===== src/rtl/dmem_arbiter.sv =====
// dmem_arbiter: round-robin arbiter sharing one data-memory port between core and debug
module dmem_arbiter #(
  parameter int DATA_W   = 32,
  parameter int ADDR_W   = 9,
  parameter int MAX_LOCK = 16
) (
  input  logic              clk,
  input  logic              reset,
  input  logic              core_req,
  input  logic              core_we,
  input  logic [ADDR_W-1:0] core_addr,
  input  logic [DATA_W-1:0] core_wdata,
  output logic              core_stall,
  output logic              core_rvalid,
  output logic [DATA_W-1:0] core_rdata,
  input  logic              dbg_req,
  input  logic              dbg_we,
  input  logic              dbg_lock,
  input  logic [ADDR_W-1:0] dbg_addr,
  input  logic [DATA_W-1:0] dbg_wdata,
  output logic              dbg_gnt,
  output logic              dbg_rvalid,
  output logic [DATA_W-1:0] dbg_rdata,
  output logic              mem_wr,
  output logic              mem_rd,
  output logic [ADDR_W-1:0] mem_addr,
  output logic [DATA_W-1:0] mem_wr_data,
  input  logic [DATA_W-1:0] mem_rd_data
);
  localparam logic [7:0] LOCK_LIM = 8'(MAX_LOCK - 1);
  logic       last_gnt_q, last_gnt_d, lock_act_q, lock_act_d;
  logic       rd_pend_q, rd_pend_d, rd_owner_q, rd_owner_d;
  logic [7:0] starve_q, starve_d;
  logic       core_win, dbg_win, granted, win_we;
  // grant decision: a live lock under the starvation limit beats round-robin
  always_comb begin
    dbg_win  = ~reset & dbg_req & (~core_req | (lock_act_q & (starve_q < LOCK_LIM)) | ~last_gnt_q);
    core_win = ~reset & core_req & ~dbg_win;
    granted  = core_win | dbg_win;
    win_we   = dbg_win ? dbg_we : core_we;
  end
  // memory port and handshake drive; idle cycles present the core's bus
  always_comb begin
    mem_addr    = dbg_win ? dbg_addr : core_addr;
    mem_wr_data = dbg_win ? dbg_wdata : core_wdata;
    mem_wr      = granted & win_we;
    mem_rd      = granted & ~win_we;
    core_stall  = ~reset & core_req & ~core_win;
    dbg_gnt     = dbg_win;
    core_rvalid = ~reset & rd_pend_q & ~rd_owner_q;
    dbg_rvalid  = ~reset & rd_pend_q & rd_owner_q;
    core_rdata  = core_rvalid ? mem_rd_data : '0;
    dbg_rdata   = dbg_rvalid ? mem_rd_data : '0;
  end
  // next state: starvation count only survives while the lock chain continues
  always_comb begin
    last_gnt_d = granted ? dbg_win : last_gnt_q;
    lock_act_d = dbg_win & dbg_lock;
    starve_d   = (core_win | ~lock_act_d) ? 8'd0 :
                 (dbg_win & core_req & lock_act_q & (starve_q != 8'hff)) ? starve_q + 8'd1 : starve_q;
    rd_pend_d  = granted & ~win_we;
    rd_owner_d = dbg_win;
  end
  // state registers; reset leaves the core winning the first conflict
  always_ff @(posedge clk) begin
    if (reset) begin
      last_gnt_q <= 1'b1;
      lock_act_q <= 1'b0;
      starve_q   <= 8'd0;
      rd_pend_q  <= 1'b0;
      rd_owner_q <= 1'b0;
    end else begin
      last_gnt_q <= last_gnt_d;
      lock_act_q <= lock_act_d;
      starve_q   <= starve_d;
      rd_pend_q  <= rd_pend_d;
      rd_owner_q <= rd_owner_d;
    end
  end
endmodule


===== config.mk =====
export PLATFORM = sky130hd
export DESIGN_NAME = dmem_arbiter
export DESIGN_NICKNAME = d
export VERILOG_FILES = /design/src/rtl/dmem_arbiter.sv
export SDC_FILE = /design/constraint.sdc
export NUM_CORES = 1
export LEC_CHECK = 0
export BUFFER_PORTS_ARGS = -buffer_cell sky130_fd_sc_hd__buf_2
export CAP_MARGIN = 20
export CORE_AREA = 5 5 87 89
export CTS_CLUSTER_SIZE = 28
export DETAILED_ROUTE_END_ITERATION = 16
export DIE_AREA = 0 0 92 94
export PLACE_DENSITY = 0.69
export SKIP_LAST_GASP = 1
export SLEW_MARGIN = 0
export SYNTH_ARGS = -nofsm -noshare
export SYNTH_HDL_FRONTEND = slang
export SYNTH_SLANG_ARGS = --single-unit

===== constraint.sdc =====
create_clock -name clk -period 7.1 [get_ports clk]
set_input_delay 1.42 -clock clk [delete_from_list [all_inputs] [get_ports clk]]
set_output_delay 1.42 -clock clk [all_outputs]
set_load 0.05 [all_outputs]

Yosys cells after proc, flatten, opt, wreduce, memory -nomap -nowiden --
Index checks and enable logic that the tools add are counted.
Storage, ports and cells: register bits 12, ROM bits 0, word-level logic and storage cells 41, RAM bits 0, output and inout port bits 111, bits in latches 0, memories 0
Cells by class: div/mod/pow operators 0, bitwise operators 27, $lt $le $gt $ge 1, reduce and logical (&&, ||, !) cells 1, eq/ne operators 1, multipliers 0, add/subtract/negate cells 1, mux-type cells 5, shift operators 0
Operators with widths (count):
- 32-bit 2-to-1 mux | 3
- 1-bit bitwise AND | 15
- 9-bit 2-to-1 mux | 1
- 8-bit by 1-bit adder with 8-bit output, second input constant | 1
- 8-bit by 4-bit < comparator with 1-bit output, second input constant | 1
- 8-bit inequality test, second input constant | 1
- 1-bit inverter | 8
- 1-bit OR | 4
- 2-bit OR reduction | 1
- 1-bit 2-to-1 mux | 1

Depth between registers and ports, before layout --
Gate-level depths: netlist (run 1).
word-level depth 9, gate-level depth with buffers 7, mapped depth without buffers 5

Worst setup path after synthesis (run 1) --
No wires, ideal clock.
kind input port to output port, start point in dbg_req, end point out mem_rd, path slack 1938 ps, data arrival time 3742 ps, path buffers 3, data required time 5680 ps, stages 6, cells stage by stage nor2b_1 clkbuf_1 and2_4 buf_12 buf_12 o41ai_1
On the way: cells in the longest elaborated chain, start to end 6, elaborated cells on any way between the ends 8, those cells by class 1 x mux; 7 x bitwise
RTL lines:
- start: declaration | RTL line 16 | input logic dbg_req,
- 1-bit bitwise AND (*) (2 in series) | RTL line 37 | dbg_win = ~reset & dbg_req & (~core_req | (lock_act_q & (starve_q < LOCK_LIM)) | ~last_gnt_q);
- named net dbg_gnt | RTL line 21 | output logic dbg_gnt,
- 1-bit inverter | RTL line 38 | core_win = ~reset & core_req & ~dbg_win;
- 1-bit bitwise AND | RTL line 38
- 1-bit OR | RTL line 39 | granted = core_win | dbg_win;
- 1-bit bitwise AND (*) | RTL line 47 | mem_rd = granted & ~win_we;
- end: declaration | RTL line 25 | output logic mem_rd,
Mark *: on every way through the listed nets, which the timed path passes. The rest lies on a longest branch.

Worst setup path in the final report (run 1) --
start point in reset, end point out mem_addr[3]
On the way: cells in the longest elaborated chain, start to end 4
RTL lines:
- start: declaration | RTL line 8 | input logic reset,
- 1-bit inverter | RTL line 37
- 1-bit bitwise AND (2 in series) | RTL line 37
- 9-bit 2-to-1 mux | RTL line 44 | mem_addr = dbg_win ? dbg_addr : core_addr;
- end: declaration | RTL line 26 | output logic [ADDR_W-1:0] mem_addr,
Every way passes these cells.

==> metrics.cfg, run 1 <==
[min_path]
hp-class=reg -> reg

[placement]
dpl.hpwl_um=6500
dp.cells=489
io_buffer_count=231
gp_congestion=0.820

[timing]
worstMarginPinSlew_ns=0.830
hold_viol_final=0
finalSetupTns_ns=0
final-setup-viol-count=0
rsz0062_at_grt=false
min_period_ns=4.75
slew_viol_final=0
maxSlewHeadroom_pct=44.6
fin_crit_sh_pct=66.8
max_freq_ghz=0.211
fin_worst_skew_ns=0.000984

[route]
wl_per_cell_um=15.2
drtAntennaViolNets=0
finalWirelength_um=7500
drt-initial-drc-count=21
post-route-drc-count=0
via_per_inst=4.39
drt_pass1_iterations=4
vias=2162

[yosys]
async_flop_share_pct=0
ys_seq_area_share_pct=13.5
synth_edf_count=0
ys_types=37
synth.avg_cell_area_sq_um=9.36
ys_seq_elements=12
yosys_warnings=0
netlist_area_sq_um=1780
synth.most_common_cell=and2_1
syn_inst=190
ys_top_cells_by_area=mux2_4, and2_1, dfxtp_1
synthFlopType=dfxtp_1
synth_commonest_cells=and2_1, mux2_4, dfxtp_1, a21oi_1, clkbuf_1
synth_fp_nets=312
synth_top_cell_by_area=mux2_4
yosysTopAreaCellShare_pct=29.6

[cells_and_area]
utilization_pct=44.3
nets=536
final_cells=492
areaGrowthSynthToFinish_pct=66.3
diodes=0
layout-drive-gt1-share_pct=68.4

[clock_tree]
cts_hold_buffers=0
cts_tree=yes
clock_sinks=12
clk_pin_slew_ns=0.05
insertion_delay_ns=0.24
cts.repair.resized=0
clockRootBuffer=clkbuf_8
cts_buffer_depth=2
postCtsSetupBuffers=0
cts_buffers=3
cts_max_level=1

[power]
irDropWorstVdd_uv=89.6
leakagePower_nw=1.72
p_total_mw=0.341
p_per_area_nw_per_um2=115

[critical_path]
crit_required_ns=5.68
start_kind=primary input
arrival_ns=3.33
crit_type=in -> out
cp_max_fo=46
cp-end-kind=output port

[floorplan]
core_region_area_sq_um=6680
ios=232
start_util_pct=26.6
die_h_um=94
num_rows=30
dieArea_sq_um=8650
die_w_um=92

[status]
status=finished clean

[global_routing]
grt_pass1_vias=2045
grt_max_degree=47
grt.overflow.total=0
grt_first_pass_wirelength_um=10700
antenna_found_initial=0
grt_usage_pct=15.0

[run]
maxCapViolations=0

## final timing paths
| check | endpoint | slack [ns] | from | depth (start not counted) |
|---|---|---|---|---|
| worst max-delay path | mem_addr[3] | 2.35 | reset | 5 |
| worst min-delay path | starve_q[1] | 0.49 | starve_q[1] | 2 |
| worst max register to register | rd_pend_q | 4.96 | starve_q[0] | 5 |
| worst min register to register | starve_q[1] | 0.49 | starve_q[1] | 2 |
## cells in the final DEF (no fill, tap or decap), types with 4 or more instances in the layout
master,count
inv_1,4
buf_2,231
o21ai_0,4
mux2_4,35
dfxtp_1,12
mux2_2,6
o31ai_1,4
or4_1,4
nand3_1,5
and2_1,64
a21oi_1,7
## stage by stage
stage / area (sq um) / setup slack [ns] / hold slack, ns
6_report: 2960 / 2.35 / 0.491
2_1_floorplan: 1780 / 1.94 / 0.460
4_1_cts: 2960 / 2.34 / 0.491
3_5_place_dp: 2920 / 2.37 / 0.484
3_3_place_gp: 2920 / 2.42 / 0.477
5_1_grt: 2960 / 2.24 / 0.519
## critical path, cell delays in order
cell and delay [ns]:
buf_2 0.14, nor2b_1 0.38, and2_4 0.73, mux2_2 0.40, buf_2 0.21
## registers in the layout, summed over array words and instances, names as in the netlist
name,count
rd_owner_q,1
last_gnt_q,1
lock_act_q,1
starve_q,8
rd_pend_q,1
## cell families after synthesis
logic type | count (synthesis) | share of synthesized area [%]
compound gates | 22 | 8.94
buf+inv | 17 | 8.23
flops | 12 | 13.5
simple gates | 96 | 34.7
fa+ha+maj | 1 | 0.704
mux | 42 | 33.9
## final cells by class
cell class	instances	area, sq um
Timing Repair Buffer	232	1160
Tap cell	80	100
Multi-Input combinational cell	161	1400
Fill cell	670	3720
Sequential cell	12	240
Clock buffer	3	41.3
Inverter	4	15.0
## layer usage
metal  part of all wire, %  GRT usage (%)  up-vias
met1                    37           17.6      943
met5                     0              0        -
met4                   1.7           3.96        0
met2                    52           26.5       91
li1                      -              -     1115
met3                   8.8           4.73       13
## where the power goes
| part | switching, mW | internal [mW] | leakage (nW) |
|---|---|---|---|
| Clock | 0.0235 | 0.0373 | 0.0216 |
| Combinational | 0.136 | 0.0739 | 1.60 |
| Sequential | 0.00106 | 0.0689 | 0.0975 |
| Total | 0.161 | 0.180 | 1.72 |
Note: power is estimated with default switching activity, not from simulation.
==> inputs of run 2 (changes only) <==
- CORE_AREA: 5 5 87 89 -> 5 5 88 90
- DIE_AREA: 0 0 92 94 -> 0 0 93 95
- PLACE_DENSITY: 0.69 -> 0.68
- clock period: 7.1 -> 4.7 ns (I/O delays scaled with it)
==> run 2 against run 1 <==
Clock power is 53% higher. Non-clock buffer count unchanged. Sequential power up 50%. Cell count up 0.41%. Highest routed layer unchanged. Critical path depth unchanged. Sequential cell count stayed put. Worst setup slack worse by 1.5 ns. Via count increased by 1.1%. Sequential share of layout area is essentially flat. Register-to-register slack got worse by 2.4 ns. First-iteration DRC count is 76% higher. Combinational power increased by 51%.
==> metrics.cfg, run 2 (same netlist as run 1, synthesis figures left out) <==
[clock_tree]
clock_sinks=12
cts_tree=yes
cts_buffer_depth=2
cts_max_level=1
postCtsSetupBuffers=0
clockRootBuffer=clkbuf_8
insertion_delay_ns=0.24
cts.repair.resized=0
cts_buffers=3
clk_pin_slew_ns=0.05
cts_hold_buffers=0

[power]
p_total_mw=0.516
irDropWorstVdd_uv=157
p_per_area_nw_per_um2=175
leakagePower_nw=1.72

[global_routing]
grt_pass1_vias=1991
busiest_layer=met2
grt_usage_pct=14.5
use_met1_pct=17.9
grt_first_pass_wirelength_um=10300
gr-usage-met3_pct=3.35
use_met2_pct=26.6
antenna_found_initial=0
grt.overflow.total=0
grt_max_degree=47

[timing]
rsz0062_at_grt=false
slew_viol_final=0
min_period_ns=3.81
max_freq_ghz=0.262
final-setup-viol-count=0
worstMarginPinSlew_ns=0.837
fin_worst_skew_ns=0.00107
hold_viol_final=0
finalSetupTns_ns=0
maxSlewHeadroom_pct=44.2
fin_crit_sh_pct=81.1

[cells_and_area]
nets=536
diodes=0
mostFrequentLayoutCells=buf_2, and2_1, mux2_4
fillCellCount=700
areaGrowthSynthToFinish_pct=66.4
final_common_cell=buf_2
layout-drive-gt1-share_pct=68.4
top_register=starve_q
area.sequential_sq_um=240
final_cells=494
multi_input_area_sq_um=1400
largest_register_ffs=8

[route]
drt_pass1_iterations=4
wl_per_cell_um=15.2
vias=2185
via_per_inst=4.42
post-route-drc-count=0
drtAntennaViolNets=0
drt-initial-drc-count=37
finalWirelength_um=7490

[critical_path]
critical-path-slowest-cell=and2_4
reg2reg_slack_ns=2.57
r2r_end=rd_pend_q
crit_buf_inv=2
cp-end-kind=output port
crit_top_cell=buf_2
start_kind=primary input
arrival_ns=2.87
cp_cell_sequence=buf_2, nor2b_1, and2_4, mux2_2, buf_2
r2r_cells=5
crit_required_ns=3.76
crit_type=in -> out
timing.rr.start=starve_q[0]
slowest_delay_ns=0.73
cp_max_fo=46
critPathTopFamily=simple AND/OR/NAND/NOR gates

[placement]
dp.cells=491
io_buffer_count=231
gp_congestion=0.819
dpl.hpwl_um=6460

[floorplan]
core_region_area_sq_um=6980
die_h_um=95
ios=232
die_w_um=93
dieArea_sq_um=8840
start_util_pct=25.5
num_rows=31

[min_path]
min-delay-start=starve_q[0]
hp-class=reg -> reg
holdPathStages=2
min_to=starve_q[0]

[status]
status=finished clean

[run]
maxCapViolations=0

## run 2: cell counts in the layout (fill, tap and decap cells not counted)
Identical to the previous run, type by type.
## run 2: layout make-up
class,count,share of cell area [%]
Multi-Input combinational cell,161,47.2
Timing Repair Buffer,232,39.3
Sequential cell,12,8.12
Tap cell,82,3.47
Clock buffer,3,1.40
Inverter,4,0.507
## run 2: per-stage QoR
stage          instance area (sq um)  util (%)  worst slack (ns)  hold WS (ns)
6_report                        2960      42.4             0.888         0.500
5_1_grt                         2960      42.4             0.775         0.524
4_1_cts                         2960      42.4             0.894         0.503
3_5_place_dp                    2920      41.8             0.896         0.496
3_3_place_gp                    2920      41.8             0.973         0.473
2_1_floorplan                   1780         -             0.498         0.460
## run 2: worst max path at each step
stage               startpoint     endpoint  slack, ns  cells past startpoint
floorplan              dbg_req       mem_rd       0.50                      6
global placement         reset  mem_addr[3]       0.97                      5
detailed placement       reset  mem_addr[2]       0.90                      5
CTS                      reset  mem_addr[2]       0.89                      5
global route             reset  mem_addr[3]       0.78                      5
finish                   reset  mem_addr[3]       0.89                      5
## run 2: power breakdown
| part | switching [mW] | total, mW | internal, mW | leakage (nW) |
|---|---|---|---|---|
| Combinational | 0.206 | 0.318 | 0.112 | 1.60 |
| Clock | 0.0367 | 0.0931 | 0.0564 | 0.0216 |
| Sequential | 0.00148 | 0.105 | 0.104 | 0.0975 |
## run 2: tightest hold or removal path, cell delays in order, from the launching register on
cell and delay (ns):
dfxtp_1 0.32, o21ai_0 0.07, a21oi_1 0.06
## run 2: metal layers
metal	up-vias	share of wire, %
met5	-	0
met4	0	0.28
met3	4	7.4
met2	86	52
met1	980	40
li1	1115	-
==> inputs of run 3 (changes only) <==
- CORE_AREA: 5 5 88 90 -> 5 5 87 89
- DIE_AREA: 0 0 93 95 -> 0 0 92 94
- PLACE_DENSITY: 0.68 -> 0.72
- clock period: 4.7 -> 3.1 ns (I/O delays scaled with it)
==> run 3 against run 2 <==
Sequential share of layout area fell by 0.22 points. Final area rose by 2.7%. Largest cell class unchanged. Global-route usage rose by 1.4 points. Sequential power rose by 52%. Utilization rose by 3.1 points. Clock-buffer cell count rose by 1.
==> metrics.cfg, run 3 (same netlist as run 1, synthesis figures left out) <==
[power]
p_total_mw=0.826
swShare_pct=46.0
switchingPower_mw=0.380
pwr-share-comb_pct=59.5
irDropWorstVdd_uv=193
seq_power_share_pct=19.3
clkPwrFrac_pct=21.1
p_per_area_nw_per_um2=272
p_int_mw=0.447
leakagePower_nw=1.76

[clock_tree]
cts_max_level=1
cts_tree=yes
clk_pin_slew_ns=0.06
cts_buffer_depth=2
cts_buffers=3
cts_hold_buffers=0
clock_sinks=12
postCtsSetupBuffers=0
clockRootBuffer=clkbuf_8
cts.repair.resized=0
insertion_delay_ns=0.25

[timing]
whs_ns=0.504
maxSlewHeadroom_pct=63.2
fin_worst_skew_ns=0.00680
max_freq_ghz=0.333
worstMarginPinSlew_ns=0.548
finalSetupTns_ns=0
min_period_ns=3.01
fin_crit_sh_pct=96.9
hold_viol_final=0
rsz0062_at_grt=false
slew_viol_final=0
final-setup-viol-count=0

[status]
status=finished clean

[cells_and_area]
mostFrequentLayoutCells=buf_2, and2_1, mux2_4
largest_register_ffs=8
final_common_cell=buf_2
areaGrowthSynthToFinish_pct=71.0
nets=541
diodes=0
layout-drive-gt1-share_pct=69.1
final_cells=498
utilization_pct=45.5
top_register=starve_q
fillCellCount=681

[floorplan]
ios=232
core_region_area_sq_um=6680
die_h_um=94
start_util_pct=26.6
die_w_um=92
num_rows=30
dieArea_sq_um=8650

[global_routing]
antenna_found_initial=0
grt_max_degree=34
grt_first_pass_wirelength_um=11200
grt_usage_pct=15.9
grt_pass1_vias=2050
grt.overflow.total=0

[critical_path]
crit_type=reg -> out
reg2reg_slack_ns=1.06
crit_required_ns=2.48
critPathTopFamily=simple AND/OR/NAND/NOR gates
slowest_delay_ns=0.32
start_kind=register
crit_buf_inv=2
cp-end-kind=output port
critical-path-slowest-cell=dfxtp_1
arrival_ns=2.39
cp_max_fo=25
cp_cell_sequence=ha_1, and3_1, o311ai_4, and2_4, buf_12, mux2_4, buf_2

[route]
finalWirelength_um=7800
post-route-drc-count=0
vias=2211
drtAntennaViolNets=0
wl_per_cell_um=15.7
drt-initial-drc-count=43
via_per_inst=4.44
drt_pass1_iterations=4

[placement]
io_buffer_count=231
dpl.hpwl_um=6850
gp_congestion=0.880
dp.cells=494

[min_path]
hp-class=reg -> reg

[run]
maxCapViolations=0

run 3: cell types whose count changed in the layout (fill, tap and decap cells not counted), sizes merged:
cell	before	now
buf	232	237
clkbuf	3	4
run 3: tightest hold or removal path: stages, from the launching register on:
cell	delay (ns)
dfxtp_1	0.32
o21ai_0	0.07
a21oi_1	0.06
run 3: path summary, 6_finish.rpt:
path                            depth (start not counted)        start              end
worst max register to register                          5  starve_q[0]      starve_q[7]
worst min register to register                          2  starve_q[0]      starve_q[0]
worst max-delay path                                    7  starve_q[0]  mem_wr_data[10]
worst min-delay path                                    2  starve_q[0]      starve_q[0]
run 3: power by group through the flow:
stage / clock network [mW] / registers (mW) / logic, mW
after global placement: 0 / 0.163 / 0.488
final: 0.175 / 0.160 / 0.492
after CTS: 0.180 / 0.160 / 0.495
after detailed placement: 0 / 0.163 / 0.493
after floorplan: 0 / 0.162 / 0.354
after global routing: 0.187 / 0.160 / 0.514
run 3: final cells by class:
| type | count | area (sq um) | share of cell area, % |
|---|---|---|---|
| clock buffers | 4 | 55.1 | 1.81 |
| repair buffers | 237 | 1230 | 40.3 |
| flip-flops and latches | 12 | 240 | 7.90 |
| inverters | 4 | 15.0 | 0.494 |
| well taps | 80 | 100 | 3.29 |
| multi-input cells | 161 | 1400 | 46.2 |
run 3: per-layer routing:
metal / track usage [%] / wire (um)
met3: 2.80 / 539
met2: 29.8 / 4110
met1: 19.1 / 3070
met4: 2.35 / 77
met5: 0 / 0
run 3: metrics by stage:
stage,instance area [sq um],setup slack [ns]
4_1_cts,3040,0.0845
3_3_place_gp,2990,0.398
2_1_floorplan,1790,0.175
5_1_grt,3040,0.0112
6_report,3040,0.0950
3_5_place_dp,2990,0.360
